==> src/rtl/mp8_bus_pkg.sv <==
// Shared definitions for the mp8 memory bus: default widths, port IDs and lock-state encodings.
package mp8_bus_pkg;

   localparam int MP8_ADDR_W = 16;
   localparam int MP8_DATA_W = 8;

   localparam logic PORT_CPU = 1'b0;
   localparam logic PORT_DMA = 1'b1;

   typedef enum logic {
      ST_UNLOCKED = 1'b0,
      ST_LOCKED   = 1'b1
   } lock_st_t;

endpackage

==> src/rtl/mem_arb_pick.sv <==
// Two-way winner select for the memory arbiter; purely combinational, one-hot gnt.
// Latency 0; a requester that loses simply sees gnt low and keeps its request up.
// Precedence: forced release, then lock owner, then contention rule (port != rr_ptr).
module mem_arb_pick
   import mp8_bus_pkg::*;
(
   input  logic [1:0] req,
   input  logic       rr_ptr,
   input  logic       locked,
   input  logic       owner,
   input  logic       force_release,
   output logic [1:0] gnt
);

   logic other;
   logic rr_win;

   assign other  = ~owner;
   assign rr_win = ~rr_ptr;

   always_comb begin
      gnt = 2'b00;
      if (force_release) begin
         gnt[other] = req[other];
      end else if (locked) begin
         gnt[owner] = req[owner];
      end else if (&req) begin
         gnt[rr_win] = 1'b1;
      end else begin
         gnt = req;
      end
   end

endmodule

==> src/rtl/mem_arbiter.sv <==
// Two-port (CPU/DMA) arbiter for the 64K x 8 memory with bounded RMW bus lock.
// Latency: grant is combinational, read data returns one cycle after the grant.
// Backpressure: losers hold req until gnt; MEM_ARB_RR_EN selects round-robin over fixed CPU priority.
module mem_arbiter
   import mp8_bus_pkg::*;
#(
   parameter int ADDR_W   = MP8_ADDR_W,
   parameter int DATA_W   = MP8_DATA_W,
   parameter int LOCK_MAX = 4
) (
   input  logic              clk,
   input  logic              rst,
   input  logic              p0_req,
   input  logic              p0_we,
   input  logic [ADDR_W-1:0] p0_addr,
   input  logic [DATA_W-1:0] p0_wdata,
   input  logic              p0_lock,
   output logic              p0_gnt,
   output logic              p0_rvalid,
   output logic [DATA_W-1:0] p0_rdata,
   input  logic              p1_req,
   input  logic              p1_we,
   input  logic [ADDR_W-1:0] p1_addr,
   input  logic [DATA_W-1:0] p1_wdata,
   input  logic              p1_lock,
   output logic              p1_gnt,
   output logic              p1_rvalid,
   output logic [DATA_W-1:0] p1_rdata,
   output logic              mem_we,
   output logic              mem_re,
   output logic [ADDR_W-1:0] mem_addr,
   output logic [DATA_W-1:0] mem_wdata,
   input  logic [DATA_W-1:0] mem_rdata,
   output logic              owner
);

   localparam logic [3:0] LOCK_MAX_C = 4'(LOCK_MAX);

   lock_st_t          state_q, state_d;
   logic              owner_q, owner_d;
   logic [3:0]        lock_cnt_q, lock_cnt_d;
   logic              boot_hold;
   logic              rr_ptr;
   logic              rd_vld_q;
   logic              rd_port_q;
   logic [ADDR_W-1:0] addr_q;
   logic [DATA_W-1:0] wdata_q;
   logic [1:0]        req_g;
   logic [1:0]        gnt;
   logic              locked;
   logic              force_release;
   logic              any;
   logic              win;
   logic              win_we;
   logic              win_lock;

   // The cycle after reset is held off so the memory's reset image can settle.
   always_ff @(posedge clk) begin
      if (rst) boot_hold <= 1'b1;
      else     boot_hold <= 1'b0;
   end

   assign req_g         = {p1_req, p0_req} & {2{~rst & ~boot_hold}};
   assign locked        = (state_q == ST_LOCKED);
   assign force_release = locked && (lock_cnt_q == LOCK_MAX_C) && req_g[~owner_q];

   mem_arb_pick u_pick (
      .req           (req_g),
      .rr_ptr        (rr_ptr),
      .locked        (locked),
      .owner         (owner_q),
      .force_release (force_release),
      .gnt           (gnt)
   );

`ifdef MEM_ARB_RR_EN
   always_ff @(posedge clk) begin
      if (rst)      rr_ptr <= PORT_CPU;
      else if (any) rr_ptr <= win;
   end
`else
   // Pinning the pointer at DMA makes the contention rule always pick the CPU.
   assign rr_ptr = PORT_DMA;
`endif

   assign any      = |gnt;
   assign win      = gnt[1];
   assign win_we   = win ? p1_we   : p0_we;
   assign win_lock = win ? p1_lock : p0_lock;

   assign p0_gnt    = gnt[0];
   assign p1_gnt    = gnt[1];
   assign mem_we    = any & win_we;
   assign mem_re    = any & ~win_we;
   assign mem_addr  = any ? (win ? p1_addr : p0_addr) : addr_q;
   assign mem_wdata = any ? (win ? p1_wdata : p0_wdata) : wdata_q;

   always_ff @(posedge clk) begin
      if (rst) begin
         addr_q    <= '0;
         wdata_q   <= '0;
         rd_vld_q  <= 1'b0;
         rd_port_q <= PORT_CPU;
      end else begin
         addr_q    <= mem_addr;
         wdata_q   <= mem_wdata;
         rd_vld_q  <= mem_re;
         rd_port_q <= win;
      end
   end

   assign p0_rvalid = rd_vld_q & ~rst & (rd_port_q == PORT_CPU);
   assign p1_rvalid = rd_vld_q & ~rst & (rd_port_q == PORT_DMA);
   assign p0_rdata  = mem_rdata;
   assign p1_rdata  = mem_rdata;
   assign owner     = owner_q & ~rst;

   always_ff @(posedge clk) begin
      if (rst) begin
         state_q    <= ST_UNLOCKED;
         owner_q    <= PORT_CPU;
         lock_cnt_q <= 4'd0;
      end else begin
         state_q    <= state_d;
         owner_q    <= owner_d;
         lock_cnt_q <= lock_cnt_d;
      end
   end

   always_comb begin
      state_d    = state_q;
      owner_d    = owner_q;
      lock_cnt_d = lock_cnt_q;
      if (state_q == ST_UNLOCKED || force_release) begin
         if (any && win_lock) begin
            state_d    = ST_LOCKED;
            owner_d    = win;
            lock_cnt_d = 4'd1;
         end else begin
            state_d    = ST_UNLOCKED;
            owner_d    = PORT_CPU;
            lock_cnt_d = 4'd0;
         end
      end else if (any && win_lock) begin
         // Only the owner can be granted here; the count saturates.
         if (lock_cnt_q != LOCK_MAX_C) lock_cnt_d = lock_cnt_q + 4'd1;
      end else begin
         state_d    = ST_UNLOCKED;
         owner_d    = PORT_CPU;
         lock_cnt_d = 4'd0;
      end
   end

endmodule
==> config.mk <==
export PLATFORM = sky130hd
export DESIGN_NAME = mem_arbiter
export DESIGN_NICKNAME = d
export VERILOG_FILES = /design/src/rtl/mp8_bus_pkg.sv /design/src/rtl/mem_arb_pick.sv /design/src/rtl/mem_arbiter.sv
export SDC_FILE = /design/constraint.sdc
export NUM_CORES = 1
export LEC_CHECK = 0
export CELL_PAD_IN_SITES_DETAIL_PLACEMENT = 0
export CELL_PAD_IN_SITES_GLOBAL_PLACEMENT = 1
export CORE_ASPECT_RATIO = 1.75
export CORE_MARGIN = 4
export CORE_UTILIZATION = 31
export CTS_CLUSTER_DIAMETER = 60
export CTS_CLUSTER_SIZE = 10
export DETAILED_ROUTE_END_ITERATION = 7
export GPL_ROUTABILITY_DRIVEN = 0
export GPL_TIMING_DRIVEN = 0
export PLACE_DENSITY_LB_ADDON = 0.1
export SLEW_MARGIN = 0
export SYNTH_ARGS = -nofsm -noshare
export SYNTH_HDL_FRONTEND = slang
export SYNTH_SLANG_ARGS = --single-unit
==> constraint.sdc <==
create_clock -name clk -period 4.6 [get_ports clk]
set_clock_uncertainty 0.15 [all_clocks]
set_input_delay 1.15 -clock clk [delete_from_list [all_inputs] [get_ports clk]]
set_output_delay 1.15 -clock clk [all_outputs]
set_load 0.02 [all_outputs]
---- Word level (Yosys, flattened, before mapping) ----
Cells that the tools add are included.
storage, ports and cells
  register bits after elaboration ......... 33
  input port bits ......................... 64
  word-level logic and storage cells ...... 68
cells by class
  muxes and demuxes ....................... 27
  add/subtract/negate cells ............... 1
  bitwise logic cells ..................... 16
  equality and inequality tests ........... 4
  $lt $le $gt $ge ......................... 4
  reduce and logical (&&, ||, !) cells .... 8
operators with widths
  kind                                                       number
  two-way mux 16 bit                                         2
  two-way mux 8 bit                                          2
  two-way mux 1 bit                                          15
  two-way mux 4 bit                                          3
  AND 1 bit                                                  7
  AND 2 bit                                                  3
  two-way mux 2 bit                                          3
  inverter 1 bit                                             6
  logical AND 1 bit                                          5
  adder 4 x 1 -> 4 bit (second input constant)               1
  == test 4 x 3 -> 1 bit (second input constant)             1
  < comparator 1 x 2 -> 1 bit (second input constant)        2
  != test 4 x 3 -> 1 bit (second input constant)             1
  != test 3 x 2 -> 1 bit (second input constant)             1
  demux 1 bit (select 1 bit)                                 2
  greater-or-equal comparator 1 bit (second input constant)  2
  != test 2 bit (second input constant)                      1
  AND reduction 2 bit                                        1
  OR reduction 2 bit                                         1
  logical OR 1 bit                                           1

---- Longest topological paths before layout ----
  word-level depth ........................ 12
  gate-level depth with buffers ........... 8

---- By module ----
Synthesis repeated with hierarchy kept, for this count alone.
second synthesis, totals
  cells, all modules ...................... 212
  area, all modules ....................... 2016.9 um^2
by module, submodules not included
  module        area each (um^2)  cells an instance  sequential area each (um^2)  instances
  mem_arbiter   1943.1            202                660.6                        1
  mem_arb_pick  73.8              10                 0.0                          1

---- Worst setup path before layout ----
OpenSTA, ideal clock, no wires.
  path kind ............................... input port to output port
  from .................................... input port rst
  to ...................................... output port mem_we
  data arrival time ....................... 2.455 ns
  buffers on the path ..................... 2
  stages on the path ...................... 6
  path slack .............................. 0.845 ns
  data required time ...................... 3.300 ns
  cell sequence ........................... clkbuf_8 -> nor2_4 -> nand2_1 -> clkbuf_1 -> nor2_1 -> a22o_1
between the ends
  word-level cells in the longest chain between the ends .. 10
  elaborated cells between the ends (all ways) .. 17
RTL lines
  element                                               line                text
  start: declaration                                    mem_arbiter.sv:12   input logic rst,
  inverter 1 bit (*)                                    mem_arbiter.sv:63   assign req_g = {p1_req, p0_req} & {2{~rst & ~boot_hold}};
  AND 1 bit (*)                                         mem_arbiter.sv:63
  AND 2 bit (*)                                         mem_arbiter.sv:63
  two-way mux 1 bit (implied by the code) (2 in a row)  mem_arb_pick.sv:26  gnt[owner] = req[owner];
  AND 2 bit (no line)                                   n/a
  two-way mux 2 bit                                     mem_arb_pick.sv:25  end else if (locked) begin
  two-way mux 2 bit (*)                                 mem_arb_pick.sv:23  if (force_release) begin
  via p0_gnt                                            mem_arbiter.sv:18   output logic p0_gnt,
  OR reduction 2 bit (*)                                mem_arbiter.sv:86   assign any = |gnt;
  AND 1 bit (*)                                         mem_arbiter.sv:93   assign mem_we = any & win_we;
  end: declaration                                      mem_arbiter.sv:29   output logic mem_we,
The timed path passes the listed nets; every way through them passes the cells marked *. The select of a mux whose other input is x is not followed.

---- Final worst setup path ----
  from .................................... input port rst
  to ...................................... output port mem_addr[1]
between the ends
  word-level cells in the longest chain between the ends .. 10
  elaborated cells between the ends (all ways) .. 17
RTL lines
  element                                                   line                                  text
  inverter 1 bit (*)                                        mem_arbiter.sv:63
  AND 1 bit (*)                                             mem_arbiter.sv:63
  AND 2 bit (*)                                             mem_arbiter.sv:63
  two-way mux 1 bit (implied by the code) (2 in a row)      mem_arb_pick.sv:26
  AND 2 bit (no line)                                       n/a
  two-way mux 2 bit                                         mem_arb_pick.sv:25
  two-way mux 2 bit (*)                                     mem_arb_pick.sv:23
  two-way mux 16 bit or OR reduction 2 bit (tied branches)  mem_arbiter.sv:95, mem_arbiter.sv:86
  two-way mux 16 bit (*)                                    mem_arbiter.sv:95                     assign mem_addr = any ? (win ? p1_addr : p0_addr) : addr_q;
  end: declaration                                          mem_arbiter.sv:31                     output logic [ADDR_W-1:0] mem_addr,
Every way passes the cells marked *; elsewhere a longest branch is shown, timed or not. The select of a mux whose other input is x is not followed.

==> metrics <==
Placed Instances ~430; number of register bits inferred by synthesis 33; number of endpoints failing setup at the final stage 0; setup ws final around 0.11 ns; critical path peak fanout 10; highest-utilization routing layer at the global route stage met2; Initial Util 32.1%; met3 Resource Use GR about 2.8%; count of maximum capacitance violations 0; post-layout net count between 400 and 500; Ant. Diodes 0; share of synthesized area occupied by flip-flops and latches 29.6%; total power draw 921 uW; Starting DRT DRC Count 140; crit path time final 4.49 ns; die area 0.00868 sq mm; sequential group share of total power between 30% and 40%; count of flip-flops with a built-in enable after synthesis 0; summed negative setup slack over all endpoints 0 ns; number of standard-cell rows in the floorplan 40; share of the synthesized area in the top cell type between 20% and 30%; H-tree lvl count 2; met1 Usage GRT 19.0%; Core Area 0.00696 sq mm; Leak 0.00137 uW; layout cell share with drive strength beyond 1 23.9%; number of iterations in the first detailed-routing pass 4; remaining number of nets flagged by the antenna check after routing 0; maximum number of pins on one net before global-route repair 11; Least-Margin Pin Slew 0.399 ns; post-placement setup slack -0.344 ns; nets in the synthesized netlist 309; data required time at the worst endpoint roughly 3.3 ns; main area contributors after synthesis sky130_fd_sc_hd__dfxtp_1 (30%), sky130_fd_sc_hd__a311oi_2 (13%), sky130_fd_sc_hd__a31oi_1 (6.7%); critical path launch point rst; clock slew at reported path FFs 0.05 ns; cell area after placement 0.00336 sq mm; signal arrival time at the worst endpoint 3.19 ns; die boundary width 72.1 um; type of element launching the critical path input pin; routed length per placed instance approximately 17 um; net switching share of the total power between 20 and 30%; count of distinct cell types in the synthesized netlist 40; post-route design area 0.00352 sq mm; result of the run completed; met2 global-route usage 32.1%; highest-count cells in the layout ignoring fill and taps sky130_fd_sc_hd__clkdlybuf4s50_1 (76), sky130_fd_sc_hd__dfxtp_1 (33), sky130_fd_sc_hd__nand3_1 (28); IR drop worst, VDD 180 uV; post-route clock period utilization 97.7%; number of CTS-inserted buffers 5; crit path capture type output port; Post-synth ARST share 0%; main flop type after synthesis sky130_fd_sc_hd__dfxtp_1; Syn Std Cell Area 0.00223 sq mm; category of the most critical setup path input pin to output port; number of global-route vias before repair 2488; antenna violations before repair 0; GRT Residual Overflow 0; worst reg2reg startpoint lock_cnt_q[0]$_SDFFE_PP0P_; clock tree from TritonCTS built; global-route wire length before repair 11900 um; total power divided by cell area 261 mW/mm^2; wire length after detailed routing 7470 um; class of the tightest hold or removal check register to register; number of hold buffers added after cts 0; DR vias/cell 5.42; area added between synthesis and finish 57.8%; non-filler instance count after layout 439; cells after synthesis 243; Yosys Warn Count 0; maximum count of clock buffers along a single path 2; cell type with the highest aggregate area in the netlist sky130_fd_sc_hd__dfxtp_1; P_sw roughly 230 uW; count of unresolved DRC violations after routing 0; global-route total usage across every layer roughly 17%; startpoint of the tightest hold check path addr_q[0]$_SDFF_PP0_; internal power summed over all cells 689 uW; Hold Vio Cnt, Final 0; clock latency reported for the late side of the worst-skew pair 0.28 ns; Rel. slew slack 73.1%; ports placed on the boundary approximately 110; Gate power share 24.5%; PortBufs 102; height of the die 120 um; maximum clock frequency 0.222 GHz; most common library cell in the layout ignoring fill and taps sky130_fd_sc_hd__clkdlybuf4s50_1; placed wire-length estimate after detailed placement 5820 um; clock tree root buffer cell sky130_fd_sc_hd__clkbuf_16; share of total power in the clock network 42.5%; Mean Syn Cell Area 9.19 sq um; # clock sinks 33; routed via count 2381; fin. max-slew vios 0
-- registers in the layout, indices dropped and copies added (netlist names) --
signal,cells
addr_q,16
boot_hold,1
lock_cnt_q,4
locked,1
owner_q,1
rd_port_q,1
rd_vld_q,1
wdata_q,8
-- worst paths after layout --
path | end | slack, ns | depth (start not counted)
hold / removal | addr_q[0]$_SDFF_PP0_ | 0.35 | 2
setup / recovery | mem_addr[1] | 0.11 | 9
setup reg to reg | addr_q[9]$_SDFF_PP0_ | 2.34 | 8
hold reg to reg | addr_q[0]$_SDFF_PP0_ | 0.35 | 2
-- per-stage QoR --
step | util, % | hold slack (ns)
2_1_floorplan | - | 0.328
3_3_place_gp | 48.3 | 0.343
3_5_place_dp | 48.3 | 0.351
4_1_cts | 50.8 | 0.359
5_1_grt | 50.6 | 0.386
6_report | 50.6 | 0.354
-- final cells by class --
class,instances,area [sq um]
buffer,39,350
clock buffer,7,143
clock inverter,1,30.0
fill,698,3430
inverter,6,22.5
multi-input combinational,165,1210
sequential,33,661
tap,84,105
timing repair buffer,104,1000
-- cell usage after synthesis (all sizes together) (4+ instances only) --
cell type	instances
nand2	4
a311oi	24
dfxtp	33
nand3	28
a21oi	4
nor3	25
nor2	6
a31oi	24
o21ai	26
inv	6
clkbuf	9
buf	30
-- metal layers --
metal / share of wire [%] / vias up / routed length (um)
met5: 0 / - / 0
met4: 2.5 / 0 / 187
met3: 5.0 / 13 / 377
met2: 55 / 79 / 4140
met1: 37 / 1137 / 2770
li1: - / 1152 / -
-- repair_timing --
item	in CTS	in global routing
resized for setup	29	28
buffers inserted	2	0
endpoints found under the setup margin	27	14
-- worst max-delay path, cell delays in order --
cell and delay [ns]:
sky130_fd_sc_hd__clkdlybuf4s50_1 0.42, sky130_fd_sc_hd__clkbuf_8 0.19, sky130_fd_sc_hd__nor2_4 0.19, sky130_fd_sc_hd__and2_1 0.14
sky130_fd_sc_hd__buf_2 0.18, sky130_fd_sc_hd__clkbuf_4 0.23, sky130_fd_sc_hd__nand3_1 0.13, sky130_fd_sc_hd__a31oi_1 0.19
sky130_fd_sc_hd__dlygate4sd2_1 0.35
-- power by group through the flow --
stage                     sequential, uW  combinational (uW)  clock, uW
after floorplan                      309                 120          0
after global placement               310                 241          0
after detailed placement             310                 242          0
after CTS                            304                 229        399
after global routing                 305                 241        413
final                                304                 226        391
-- logic make-up (layout without fill, tap and decap cells) --
| kind of cell | count (synthesis) | after routing | share of synthesized area, % |
|---|---|---|---|
| DFF | 33 | 33 | 29.6 |
| muxes | 2 | 2 | 1.68 |
| AOI/OAI and AO/OA | 88 | 88 | 33.7 |
| and+or+nand+nor | 73 | 73 | 17.5 |
| adders and majority gates | 2 | 2 | 1.12 |
| buffers and inverters | 45 | 157 | 16.4 |
Power figures use the tool's default switching activity.
